### src/rtl/hps_dl_pkg.sv
// Shared types and widths for the HPS-style ioctl download sequencer.
package hps_dl_pkg;

    typedef enum logic [2:0] {
        ST_IDLE,
        ST_LEAD,
        ST_FETCH,
        ST_WRITE,
        ST_GAP,
        ST_TAIL
    } hps_dl_state_e;

    localparam int ADDR_W  = 25;
    localparam int BYTE_W  = 8;
    localparam int WORD_W  = 16;
    localparam int TIMER_W = 16;

    // MSB index of ioctl_dout for the selected bus mode.
    function automatic int dout_msb(input int wide);
        return (wide != 0) ? WORD_W - 1 : BYTE_W - 1;
    endfunction

endpackage

### src/rtl/hps_dl_pack.sv
// Byte-to-beat packer: owns the source handshake and assembles 8- or 16-bit write beats.
module hps_dl_pack
    import hps_dl_pkg::*;
#(
    parameter int  WIDE = 0,
    localparam int DW   = dout_msb(WIDE)
) (
    input  logic              clk,
    input  logic              rst_n,
    input  logic              arm,
    input  logic              two_left,
    input  logic              src_valid,
    input  logic [BYTE_W-1:0] src_data,
    output logic              src_ready,
    output logic              take,
    output logic              beat_done,
    output logic [DW:0]       dout
);

    logic              have_lo;
    logic [BYTE_W-1:0] lo_q;

    // Handshake: a byte moves on every clk edge where src_valid && src_ready;
    // src_ready is raised by arm and dropped on the edge that completes the beat.
    assign take      = src_valid && src_ready;
    assign beat_done = take && ((WIDE == 0) || have_lo || !two_left);

    always_ff @(posedge clk or negedge rst_n) begin
        if (!rst_n) begin
            src_ready <= 1'b0;
            have_lo   <= 1'b0;
            lo_q      <= '0;
            dout      <= '0;
        end else begin
            if (arm) begin
                src_ready <= 1'b1;
            end else if (beat_done) begin
                src_ready <= 1'b0;
            end

            if (take && !beat_done) begin
                lo_q    <= src_data;
                have_lo <= 1'b1;
            end

            // First byte lands in the low lane; an odd final byte leaves the high lane zero.
            if (beat_done) begin
                have_lo <= 1'b0;
                if (have_lo) begin
                    dout <= (DW + 1)'({src_data, lo_q});
                end else begin
                    dout <= (DW + 1)'(src_data);
                end
            end
        end
    end

endmodule

### src/rtl/hps_dl_seq.sv
// ARM->FPGA ioctl download sequencer: paces a byte stream onto the ioctl_* bus.
// Optional checksum output enabled by defining HPS_DL_CHECKSUM_EN.
module hps_dl_seq
    import hps_dl_pkg::*;
#(
    parameter int  WIDE   = 0,
    parameter int  WR_GAP = 3,
    parameter int  LEAD   = 2,
    parameter int  TAIL   = 2,
    localparam int DW     = dout_msb(WIDE)
) (
    input  logic              clk_sys,
    input  logic              rst_n,
    input  logic              start,
    input  logic [7:0]        index,
    input  logic [ADDR_W-1:0] length,
    input  logic              src_valid,
    input  logic [7:0]        src_data,
    output logic              src_ready,
    input  logic              ioctl_wait,
    output logic              ioctl_download,
    output logic [7:0]        ioctl_index,
    output logic              ioctl_wr,
    output logic [ADDR_W-1:0] ioctl_addr,
    output logic [DW:0]       ioctl_dout,
    output logic              busy,
    output logic              done,
    output hps_dl_state_e     dbg_state
`ifdef HPS_DL_CHECKSUM_EN
    ,
    output logic [15:0]       checksum
`endif
);

    localparam logic [ADDR_W-1:0]  ADDR_STEP = (WIDE != 0) ? ADDR_W'(2) : ADDR_W'(1);
    localparam logic [TIMER_W-1:0] LEAD_LAST = TIMER_W'(LEAD - 1);
    localparam logic [TIMER_W-1:0] TAIL_LAST = TIMER_W'(TAIL - 1);
    localparam logic [TIMER_W-1:0] GAP_LAST  = TIMER_W'((WR_GAP > 0) ? WR_GAP - 1 : 0);
    localparam bit                 HAS_GAP   = (WR_GAP > 0);

    hps_dl_state_e      state;
    logic [TIMER_W-1:0] timer;
    logic [ADDR_W-1:0]  length_q;
    logic [ADDR_W-1:0]  byte_cnt;
    logic [ADDR_W-1:0]  remaining;

    logic accept;
    logic take;
    logic beat_done;
    logic arm;
    logic all_taken;
    logic two_left;
    logic lead_exit;
    logic gap_exit;
    logic wr_exit;

    // A start coinciding with the done pulse is dropped so a finished download is always observable.
    assign accept    = (state == ST_IDLE) && start && !done;
    assign remaining = length_q - byte_cnt;
    assign all_taken = (byte_cnt == length_q);
    assign two_left  = (remaining > ADDR_W'(1));
    assign lead_exit = (state == ST_LEAD) && (timer == LEAD_LAST);
    assign gap_exit  = (state == ST_GAP) && !ioctl_wait && (timer == GAP_LAST);
    assign wr_exit   = (state == ST_WRITE) && ioctl_wr;

    // arm fires in the last cycle of every state that hands over to FETCH.
    assign arm = (lead_exit && (length_q != '0))
              || gap_exit
              || (wr_exit && !all_taken && !HAS_GAP);

    assign dbg_state = state;

    hps_dl_pack #(
        .WIDE(WIDE)
    ) u_pack (
        .clk      (clk_sys),
        .rst_n    (rst_n),
        .arm      (arm),
        .two_left (two_left),
        .src_valid(src_valid),
        .src_data (src_data),
        .src_ready(src_ready),
        .take     (take),
        .beat_done(beat_done),
        .dout     (ioctl_dout)
    );

    always_ff @(posedge clk_sys or negedge rst_n) begin
        if (!rst_n) begin
            state          <= ST_IDLE;
            timer          <= '0;
            length_q       <= '0;
            byte_cnt       <= '0;
            ioctl_download <= 1'b0;
            ioctl_index    <= '0;
            ioctl_wr       <= 1'b0;
            ioctl_addr     <= '0;
            busy           <= 1'b0;
            done           <= 1'b0;
        end else begin
            done <= 1'b0;
            if (take) begin
                byte_cnt <= byte_cnt + ADDR_W'(1);
            end

            case (state)
                ST_IDLE: begin
                    if (accept) begin
                        state          <= ST_LEAD;
                        ioctl_index    <= index;
                        length_q       <= length;
                        byte_cnt       <= '0;
                        ioctl_addr     <= '0;
                        busy           <= 1'b1;
                        ioctl_download <= 1'b1;
                        timer          <= '0;
                    end
                end
                ST_LEAD: begin
                    if (lead_exit) begin
                        timer <= '0;
                        state <= (length_q == '0) ? ST_TAIL : ST_FETCH;
                    end else begin
                        timer <= timer + TIMER_W'(1);
                    end
                end
                ST_FETCH: begin
                    if (beat_done) begin
                        state    <= ST_WRITE;
                        ioctl_wr <= !ioctl_wait;
                    end
                end
                // ioctl_wait is sampled one edge ahead, so the strobe never lands on a stalled cycle.
                ST_WRITE: begin
                    if (ioctl_wr) begin
                        ioctl_wr   <= 1'b0;
                        ioctl_addr <= ioctl_addr + ADDR_STEP;
                        timer      <= '0;
                        if (all_taken) begin
                            state <= ST_TAIL;
                        end else if (HAS_GAP) begin
                            state <= ST_GAP;
                        end else begin
                            state <= ST_FETCH;
                        end
                    end else if (!ioctl_wait) begin
                        ioctl_wr <= 1'b1;
                    end
                end
                ST_GAP: begin
                    if (gap_exit) begin
                        timer <= '0;
                        state <= ST_FETCH;
                    end else if (!ioctl_wait) begin
                        timer <= timer + TIMER_W'(1);
                    end
                end
                ST_TAIL: begin
                    if (timer == TAIL_LAST) begin
                        state          <= ST_IDLE;
                        ioctl_download <= 1'b0;
                        busy           <= 1'b0;
                        done           <= 1'b1;
                    end else begin
                        timer <= timer + TIMER_W'(1);
                    end
                end
                default: state <= ST_IDLE;
            endcase
        end
    end

`ifdef HPS_DL_CHECKSUM_EN
    always_ff @(posedge clk_sys or negedge rst_n) begin
        if (!rst_n) begin
            checksum <= '0;
        end else if (accept) begin
            checksum <= '0;
        end else if (take) begin
            checksum <= checksum + {8'h00, src_data};
        end
    end
`endif

endmodule
### config.mk
export PLATFORM = sky130hd
export DESIGN_NAME = hps_dl_seq
export DESIGN_NICKNAME = d
export VERILOG_FILES = /design/src/rtl/hps_dl_pkg.sv /design/src/rtl/hps_dl_pack.sv /design/src/rtl/hps_dl_seq.sv
export SDC_FILE = /design/constraint.sdc
export NUM_CORES = 1
export LEC_CHECK = 0
export ABC_CLOCK_PERIOD_IN_PS = 2600
export BUFFER_PORTS_ARGS = -buffer_cell sky130_fd_sc_hd__buf_2
export CAP_MARGIN = 20
export CORE_MARGIN = 3
export CORE_UTILIZATION = 54
export CTS_CLUSTER_SIZE = 24
export DETAILED_ROUTE_END_ITERATION = 10
export MAX_ROUTING_LAYER = met4
export PLACE_DENSITY = 0.78
export SETUP_SLACK_MARGIN = 0.2
export SYNTH_ARGS = -nofsm -noshare
export SYNTH_HDL_FRONTEND = slang
export SYNTH_SLANG_ARGS = --single-unit
export TNS_END_PERCENT = 50
### constraint.sdc
create_clock -name clk_sys -period 2.6 [get_ports clk_sys]
set_clock_uncertainty 0.1 [all_clocks]
set_input_delay 0.39 -clock clk_sys [delete_from_list [all_inputs] [get_ports clk_sys]]
set_output_delay 0.39 -clock clk_sys [all_outputs]
set_load 0.01 [all_outputs]
After elaboration in Yosys (flattened, before gate mapping)

Index checks and enable logic that the tools add are counted.

Word-level logic and storage cells: 87
Output and inout bits: 49
Flip-flop bits (word level): 114

Add/subtract/negate cells: 3
Mux-type cells: 33
Reductions and logical operators: 24
Equality and inequality tests: 16

Operators with widths:

| cell                                                 | number |
|---|---|
| 2-to-1 mux 25 bit                                    | 5 |
| 2-to-1 mux 16 bit                                    | 6 |
| case mux 16 bit (5 select lines)                     | 1 |
| adder 25 x 1 -> 25 bit, second input constant        | 2 |
| case mux 25 bit (2 select lines)                     | 1 |
| equality test 25 bit                                 | 1 |
| logical NOT 25 bit                                   | 1 |
| nonzero test 25 bit                                  | 1 |
| 2-to-1 mux 3 bit                                     | 7 |
| case mux 3 bit (6 select lines)                      | 1 |
| adder 16 x 1 -> 16 bit, second input constant        | 1 |
| equality test 16 x 1 -> 1 bit, second input constant | 1 |
| equality test 16 x 2 -> 1 bit, second input constant | 1 |
| inequality test 2 bit, second input constant         | 7 |
| 2-to-1 mux 1 bit                                     | 10 |
| nonzero test 2 bit                                   | 4 |
| logical AND 1 bit                                    | 7 |
| equality test 3 x 2 -> 1 bit, second input constant  | 2 |
| equality test 3 bit, second input constant           | 2 |
| AND reduction 3 bit                                  | 2 |
| AND reduction 6 bit                                  | 1 |
| AND reduction 5 bit                                  | 1 |
| nonzero test 5 bit                                   | 1 |
| case mux 1 bit (2 select lines)                      | 2 |
| 6 further kinds                                      | 8 |

Depth between registers and ports, before layout

Gate-level depths: netlist of the first run.

Depth after elaboration: 5
Depth in mapped cells: 7
Mapped depth without buffers: 7

By module

A second synthesis of the first run with hierarchy kept.

Cells, all modules: 728
Area total of the unflattened synthesis: 6806.5 um^2

By module, submodules not included:

| module      | seq. area each (um^2) | area each (um^2) | instances | cells each |
|---|---|---|---|---|
| hps_dl_seq  | 2627.5                | 6457.4           | 1         | 706 |
| hps_dl_pack | 225.2                 | 349.1            | 1         | 22 |

Worst setup path after synthesis of the first run

Ideal clock, no wire load.

Kind: reg2reg
Start point: reg state[1] (netlist: dbg_state[1])
End point: reg length_q[10]
Arrival: 1.869 ns
Cell stages (with the launch flop): 6
Path slack: 0.506 ns
Period minus slack after synthesis: 2.094 ns
Library setup time: 0.125 ns
Path through: dfrtp_1 buf_6 or3b_4 nor3_4 buf_2 mux2_2

Longest elaborated chain between the ends: 4

Ends and longest elaborated chain:

| element                                | line                                | text |
|---|---|---|
| start, declared                        | hps_dl_seq.sv:41                    | `hps_dl_state_e state;` |
| start signal, assigned                 | hps_dl_seq.sv:122                   | `state <= (length_q == '0) ? ST_TAIL : ST_FETCH;` |
| logical NOT 3 bit *                    | hps_dl_seq.sv:58, hps_dl_seq.sv:106 |  |
| logical AND 1 bit (2 in a row)         | hps_dl_seq.sv:58                    | `assign accept = (state == ST_IDLE) && start && !done;` |
| AND reduction 2 bit (no source line) * | --                                  |  |
| end signal, assigned                   | hps_dl_seq.sv:111                   | `length_q <= length;` |
| end, declared                          | hps_dl_seq.sv:43                    | `logic [ADDR_W-1:0] length_q;` |

Mark *: on every way between the ends. The rest lies on a longest branch, timed or not.
A chain may end at the register's enable or synchronous reset.

Final worst setup path of the first run

Start point: reg state[1] (netlist: dbg_state[1])
End point: reg timer[14]

Longest elaborated chain between the ends: 5
Elaborated cells between the ends (all ways): 19
Those cells by class: eq/ne (8); mux (3); reduce/logical (8)

Ends and longest elaborated chain:

| element                                                                                  | line                                                  | text |
|---|---|---|
| equality test 3 bit or logical NOT 3 bit (tied branches)                                 | hps_dl_seq.sv:63, hps_dl_seq.sv:106, hps_dl_seq.sv:58 |  |
| logical AND 1 bit (on tied branches) (2 in a row)                                        | hps_dl_seq.sv:63, hps_dl_seq.sv:58                    |  |
| inequality test 3 bit (no source line), or another cell as far along                     | --                                                    |  |
| AND reduction 5 bit (no source line) or case mux 16 bit (5 select lines) (tied branches) | --                                                    |  |
| end signal, assigned                                                                     | hps_dl_seq.sv:124                                     | `timer <= timer + TIMER_W'(1);` |
| end signal, assigned                                                                     | hps_dl_seq.sv:155                                     | `timer <= timer + TIMER_W'(1);` |
| end signal, assigned                                                                     | hps_dl_seq.sv:165                                     | `timer <= timer + TIMER_W'(1);` |
| end, declared                                                                            | hps_dl_seq.sv:42                                      | `logic [TIMER_W-1:0] timer;` |

Parallel ways exist; a longest one is shown, timed or not.

==> impl_results.md, run 1 <==
- Critical path peak fanout: 10
- Max clock buf depth: 2
- Maximum vdd ir drop: 618.4 uV
- Post-synthesis mux area share: 8.577%
- Fin crit period: 2.294 ns
- Post-Synth Simple-Gate Area: 18.88%
- Crit path kind: reg -> reg
- Routed via count: 4,640
- Synth top cells by count: 114 x dfrtp_1, 64 x nor2_1, 51 x xor2_1
- Adder-cell share of the synthesized area: 1.091%
- Slew margin rel.: 60.94%
- Seq/Total Area, Yosys: 49.76%
- Critical path capture point type: flip-flop
- Largest net degree at the start of global routing: 71
- Post-DRT Antenna Nets: 0
- Gpl congestion: 0.8820
- Layout cell share with drive strength beyond 1: 26.79%
- Port bufs: 94
- Fmax: 435.9 MHz
- Antenna cells: 0
- Area leader, netlist: dfrtp_1
- Area Overhead vs Synth: 26.56%
- Min-Delay Path Depth: 2
- CTS sink cnt: 114
- Row cnt: 36
- Initial antenna violation count: 0
- H-tree levels: 4
- Setup tns final: 0 ns
- RSZ-0062 raised after global routing: no
- Core area: 10,040 um^2
- Required @ worst endpoint: 2.93 ns
- DRC Markers: 0
- Number of global-route vias before repair: 4,833
- Max-cap viol count: 0
- DIE AREA: 11,890 um^2
- Slew Limit Fails: 0
- Most common cell in the netlist: dfrtp_1
- Worst path max stage delay: 0.50 ns
- Clock transition at the registers of the reported paths: 0.05 ns
- Area contributors post-synth: dfrtp_1 50%, mux2_2 7.9%, xor2_1 7.8%
- Largest family of logic cells by synthesized area: simple AND/OR/NAND/NOR gates
- Clock Root Buffer: clkbuf_8
- Initial drt markers: 288
- Post-CTS setup buffers: 0
- Syn avg cell area: 10.76 um^2
- CP cell instances: or3b_4, a21oi_4, o2111ai_1, or3_1, a21oi_1
- Worst r2r path cells: 5
- Synthesized net count: 584
- DRT Pass-1 Iters: 6
- Share of the synthesized area in the top cell type: 49.76%
- HPWL reported at the end of detailed placement: 9284 um
- Nets: 723
- Slew @ Worst Pin: 0.5814 ns
- Post-synth EDFFs: 0
- CTS tree: done
- Pleak: 0.003336 uW
- Critical-path top delay cell: dfrtp_1
- DP Area: 6349 um^2
- Num ports: 95
- Critical path arrival: 2.62 ns
- Vert. Die Dim: 109.0 um
- Synth Flop Type: dfrtp_1
- Status: finished clean
- Drt wl/cell: 17.12 um
- Clock Latency Late Sink: 0.52 ns
- Final setup viols: 0
- Asr flop ratio synth: 100.0%
- Die width: 109.0 um
- CTS Buf Count: 17
- Post-Syn Area: 5733 um^2
- Synth unique cells: 55
- Hold WC Path Type: in -> reg
- Power Dens Cells: 931.1 nW/um^2
- Grt ovf: 0
- Cells after synthesis: 533
- Starting Density: 57.08%
- Fin crit share: 88.24%
- Compound-gate portion of the synthesized area: 6.547%
- CP Launch Type: flip-flop
- Gr usage total: 25.89%
- Endpoints failing hold: 0
- Filler instances: 692
- Global-route wire length before repair: 22,980 um
- Final Cell Area: 7256 um^2
- Yosys reg bits: 114
- YS warnings: 0
- Drt via density: 5.686
- Total Wirelength: 13,970 um
- XOR/XNOR Fraction of Synth Area: 12.07%
[routing by layer]
metal  routed length (um)  GRT usage (%)
met4                  284          9.919
met2                 7151          42.59
met3                  780          6.986
met1                 5756          30.42
met5                    0              -
[path summary, 6_finish.rpt]
check                                                start                         end  slack [ns]
worst max-delay path              dbg_state[1]$_DFFE_PN0P_       timer[14]$_DFFE_PN0P_        0.31
worst min-delay path                           src_data[0]  u_pack.dout[0]$_DFFE_PN0P_        0.02
worst max register to register    dbg_state[1]$_DFFE_PN0P_       timer[14]$_DFFE_PN0P_        0.31
worst min register to register  u_pack.dout[0]$_DFFE_PN0P_  u_pack.dout[0]$_DFFE_PN0P_        0.40
max in group asynchronous                            rst_n    length_q[17]$_DFFE_PN0P_        1.39
min in group asynchronous                            rst_n   ioctl_addr[1]$_DFFE_PN0P_        0.28
[final cells by class]
| cell class | instances | area (um^2) | area share [%] |
|---|---|---|---|
| flip-flops and latches | 114 | 2853 | 39.32 |
| clock buffers | 23 | 456.7 | 6.294 |
| inverters | 12 | 45.04 | 0.6208 |
| multi-input cells | 383 | 2704 | 37.26 |
| clock inverters | 7 | 60.06 | 0.8277 |
| repair buffers | 144 | 970.9 | 13.38 |
| well taps | 133 | 166.4 | 2.294 |
[worst max-delay path: cells and delay by family (launching register included)]
family,cells,cell delay [ns]
flops,1,0.50
simple gates,2,0.90
compound gates,3,0.69
[timing repair]
| action | 4_1_cts | 5_1_grt |
|---|---|---|
| resized for setup | 0 | 0 |
| endpoints found under the setup margin | 0 | 14 |
| hold buffers | 35 | 4 |
| hold endpoints to repair | 69 | 4 |
[where the power goes]
part,total [uW],internal (uW),switching (uW)
clock,2050,1290,762
sequential,2620,2190,434
combinational,2080,986,1090
[metrics by stage]
step | power, uW | setup WS [ns] | util, % | hold slack [ns] | std cells
after floorplan | 3998 | 0.5063 | - | -0.005591 | 533
after global placement | 4560 | 0.4094 | 63.20 | 0.2910 | 747
after detailed placement | 4652 | 0.3638 | 63.20 | 0.2968 | 747
after CTS | 6765 | 0.3055 | 71.84 | 0.0002413 | 812
after global routing | 7099 | 0.2008 | 72.23 | 0.0003708 | 816
final | 6755 | 0.3057 | 72.23 | 0.01566 | 816
[state kept, by name, summed over array words and instances (netlist names)]
register,flops
done,1
dbg_state,3
timer,16
ioctl_addr,25
length_q,25
u_pack.src_ready,1
busy,1
ioctl_index,8
u_pack.dout,8
ioctl_wr,1
byte_cnt,25
[cell families after synthesis]
| kind of cell | after synthesis |
|---|---|
| multiplexers | 44 |
| buffers and inverters | 36 |
| AO/OA/AOI/OAI | 51 |
| flip-flops | 114 |
| adder cells (fa/ha/maj) | 5 |
| XOR/XNOR | 79 |
| AND/OR/NAND/NOR | 204 |
[cells in the final DEF (no fill, tap or decap), types with 10 or more instances in the layout]
| cell | count |
|---|---|
| a21oi_1 | 11 |
| and3_1 | 13 |
| and4_1 | 11 |
| buf_2 | 93 |
| buf_4 | 10 |
| clkbuf_16 | 16 |
| dfrtp_1 | 114 |
| dlygate4sd3_1 | 39 |
| inv_1 | 12 |
| mux2_2 | 40 |
| nand2_1 | 24 |
| nand3_1 | 24 |
| nand4_1 | 19 |
| nor2_1 | 64 |
| nor4_1 | 14 |
| o21ai_0 | 15 |
| xnor2_1 | 28 |
| xor2_1 | 51 |
No activity file was read; power rests on OpenSTA's default activity.
==> run 2: changes to the inputs <==
- RECOVER_POWER: default -> 50
==> impl_results.md, run 2 (synthesis results as in run 1) <==
- Drt wl/cell: 17.13 um
- Largest net degree at the start of global routing: 71
- Antenna cells: 0
- Comb pwr share: 30.3%
- Worst path max stage delay: 0.51 ns
- Maximum vdd ir drop: 606.1 uV
- Max-cap viol count: 0
- Starting Density: 57.08%
- Fin crit share: 88.70%
- Placed cells: 747
- Die width: 109.0 um
- Area of the multi-input gates: 2704 um^2
- Number of global-route vias before repair: 4,833
- Layout cell share with drive strength beyond 1: 23.28%
- Slew Limit Fails: 0
- Fin crit period: 2.306 ns
- DIE AREA: 11,890 um^2
- Drt via density: 5.708
- Place WS: 0.3638 ns
- Area Overhead vs Synth: 25.73%
- Row cnt: 36
- Clock Root Buffer: clkbuf_8
- Critical path peak fanout: 10
- Clock power frac: 30.6%
- CP cell instances: or3b_4, a21oi_4, o2111ai_1, or3_1, a21oi_1
- Required @ worst endpoint: 2.93 ns
- Pleak: 0.003255 uW
- Grt ovf: 0
- Sequential cell area: 2853 um^2
- Initial drt markers: 293
- Final setup viols: 0
- Pwr Total: 6712 uW
- Worst setup margin: 0.2939 ns
- Met1 Track Usage GR: 30.42%
- Flop pwr share: 39.1%
- CTS tree: done
- Initial antenna violation count: 0
- Max clock buf depth: 2
- Commonest cells after routing, fill and taps aside: 114 x dfrtp_1, 69 x buf_2, 64 x nor2_1
- Clock transition at the registers of the reported paths: 0.05 ns
- Port bufs: 94
- Critical-path top delay cell: dfrtp_1
- M2 GR Usage: 42.59%
- Num ports: 95
- Nets: 723
- Largest regs: byte_cnt: 25 flops, ioctl_addr: 25 flops, length_q: 25 flops
- Endpoints failing hold: 0
- CTS Buf Count: 17
- Hold WC Path Type: in -> reg
- Filler instances: 706
- Power Dens Cells: 931.2 nW/um^2
- Slew @ Worst Pin: 0.9234 ns
- DRT Pass-1 Iters: 5
- Status: finished clean
- Core area: 10,040 um^2
- Slew margin rel.: 38.44%
- Delay-heaviest family, CP: simple AND/OR/NAND/NOR gates
- Worst path bufs/invs: 0
- Routed via count: 4,658
- Commonest non-fill, non-tap cell in the layout: dfrtp_1
- Switching pwr: 2289 uW
- Gpl congestion: 0.8820
- CTS sink cnt: 114
- Busiest grt layer: met2
- Internal power: 4424 uW
- RSZ-0062 raised after global routing: no
- Total Wirelength: 13,980 um
- CP Launch Type: flip-flop
- Final non-filler cell total: 816
- HPWL reported at the end of detailed placement: 9284 um
- Clock Latency Late Sink: 0.52 ns
- Critical path capture point type: flip-flop
- Setup tns final: 0 ns
- Crit path kind: reg -> reg
- Switch share: 34.10%
- Post-DRT Antenna Nets: 0
- DRC Markers: 0
- Gr usage total: 25.89%
- Critical path arrival: 2.64 ns
- Post-CTS setup buffers: 0
- Grt met3 use: 6.986%
- Fmax: 433.6 MHz
- Global-route wire length before repair: 22,980 um
- H-tree levels: 4
- Vert. Die Dim: 109.0 um
run 2: cell types whose count changed in the layout (fill, tap and decap cells not counted):
cell / previous run / this run
buf_2: 93 / 69
clkbuf_1: 4 / 28
buf_4: 10 / 8
clkbuf_2: 0 / 2
buf_12: 2 / 1
clkbuf_4: 0 / 1
run 2: path summary, 6_finish.rpt:
check | startpoint | to | slack, ns | depth (start not counted)
max reg2reg | dbg_state[1]$_DFFE_PN0P_ | timer[14]$_DFFE_PN0P_ | 0.29 | 5
max | dbg_state[1]$_DFFE_PN0P_ | timer[14]$_DFFE_PN0P_ | 0.29 | 5
min in group asynchronous | rst_n | ioctl_addr[1]$_DFFE_PN0P_ | 0.44 | 2
max in group asynchronous | rst_n | length_q[23]$_DFFE_PN0P_ | 0.62 | 3
min | src_data[0] | u_pack.dout[0]$_DFFE_PN0P_ | 0.01 | 2
min reg2reg | u_pack.dout[0]$_DFFE_PN0P_ | u_pack.dout[0]$_DFFE_PN0P_ | 0.41 | 1
run 2: through the flow:
stage | hold WS [ns] | util (%) | instance area, um^2
6_report | 0.01423 | 71.76 | 7208
3_3_place_gp | 0.2910 | 63.20 | 6349
2_1_floorplan | -0.005591 | - | 5733
5_1_grt | 0.0003708 | 71.76 | 7208
4_1_cts | 0.0002413 | 71.84 | 7216
3_5_place_dp | 0.2968 | 63.20 | 6349
run 2: area by class of cell:
type                       instances  share of cell area [%]
clock buffer                      23                   6.336
clock inverter                     7                  0.8332
inverter                          12                  0.6249
multi-input combinational        383                   37.51
sequential                       114                   39.58
tap                              133                   2.309
timing repair buffer             144                   12.81
run 2: routing by layer:
layer,routed length (um),part of all wire (%),vias to the layer above
met1,5738,41,2290
met5,0,0,-
met4,299,2.1,0
met3,776,5.5,36
li1,-,-,2159
met2,7167,51,173
run 2: what timing repair did:
action	CTS	global route
endpoints found under the hold margin	69	4
setup endpoints to repair	0	14
gates resized for setup	0	0
hold buffers	35	4
run 2: power by group through the flow:
stage	Clock, uW	Sequential (uW)	Combinational (uW)
final	2050	2620	2030
after global routing	2160	2680	2220
after CTS	2080	2610	2080
after detailed placement	0	2630	2020
after global placement	0	2610	1950
after floorplan	0	2570	1420
run 2: worst reg2reg max path: stages (launching register included):
cell       delay [ns]
dfrtp_1          0.51
or3b_4           0.50
a21oi_4          0.23
o2111ai_1        0.27
or3_1            0.42
a21oi_1          0.19
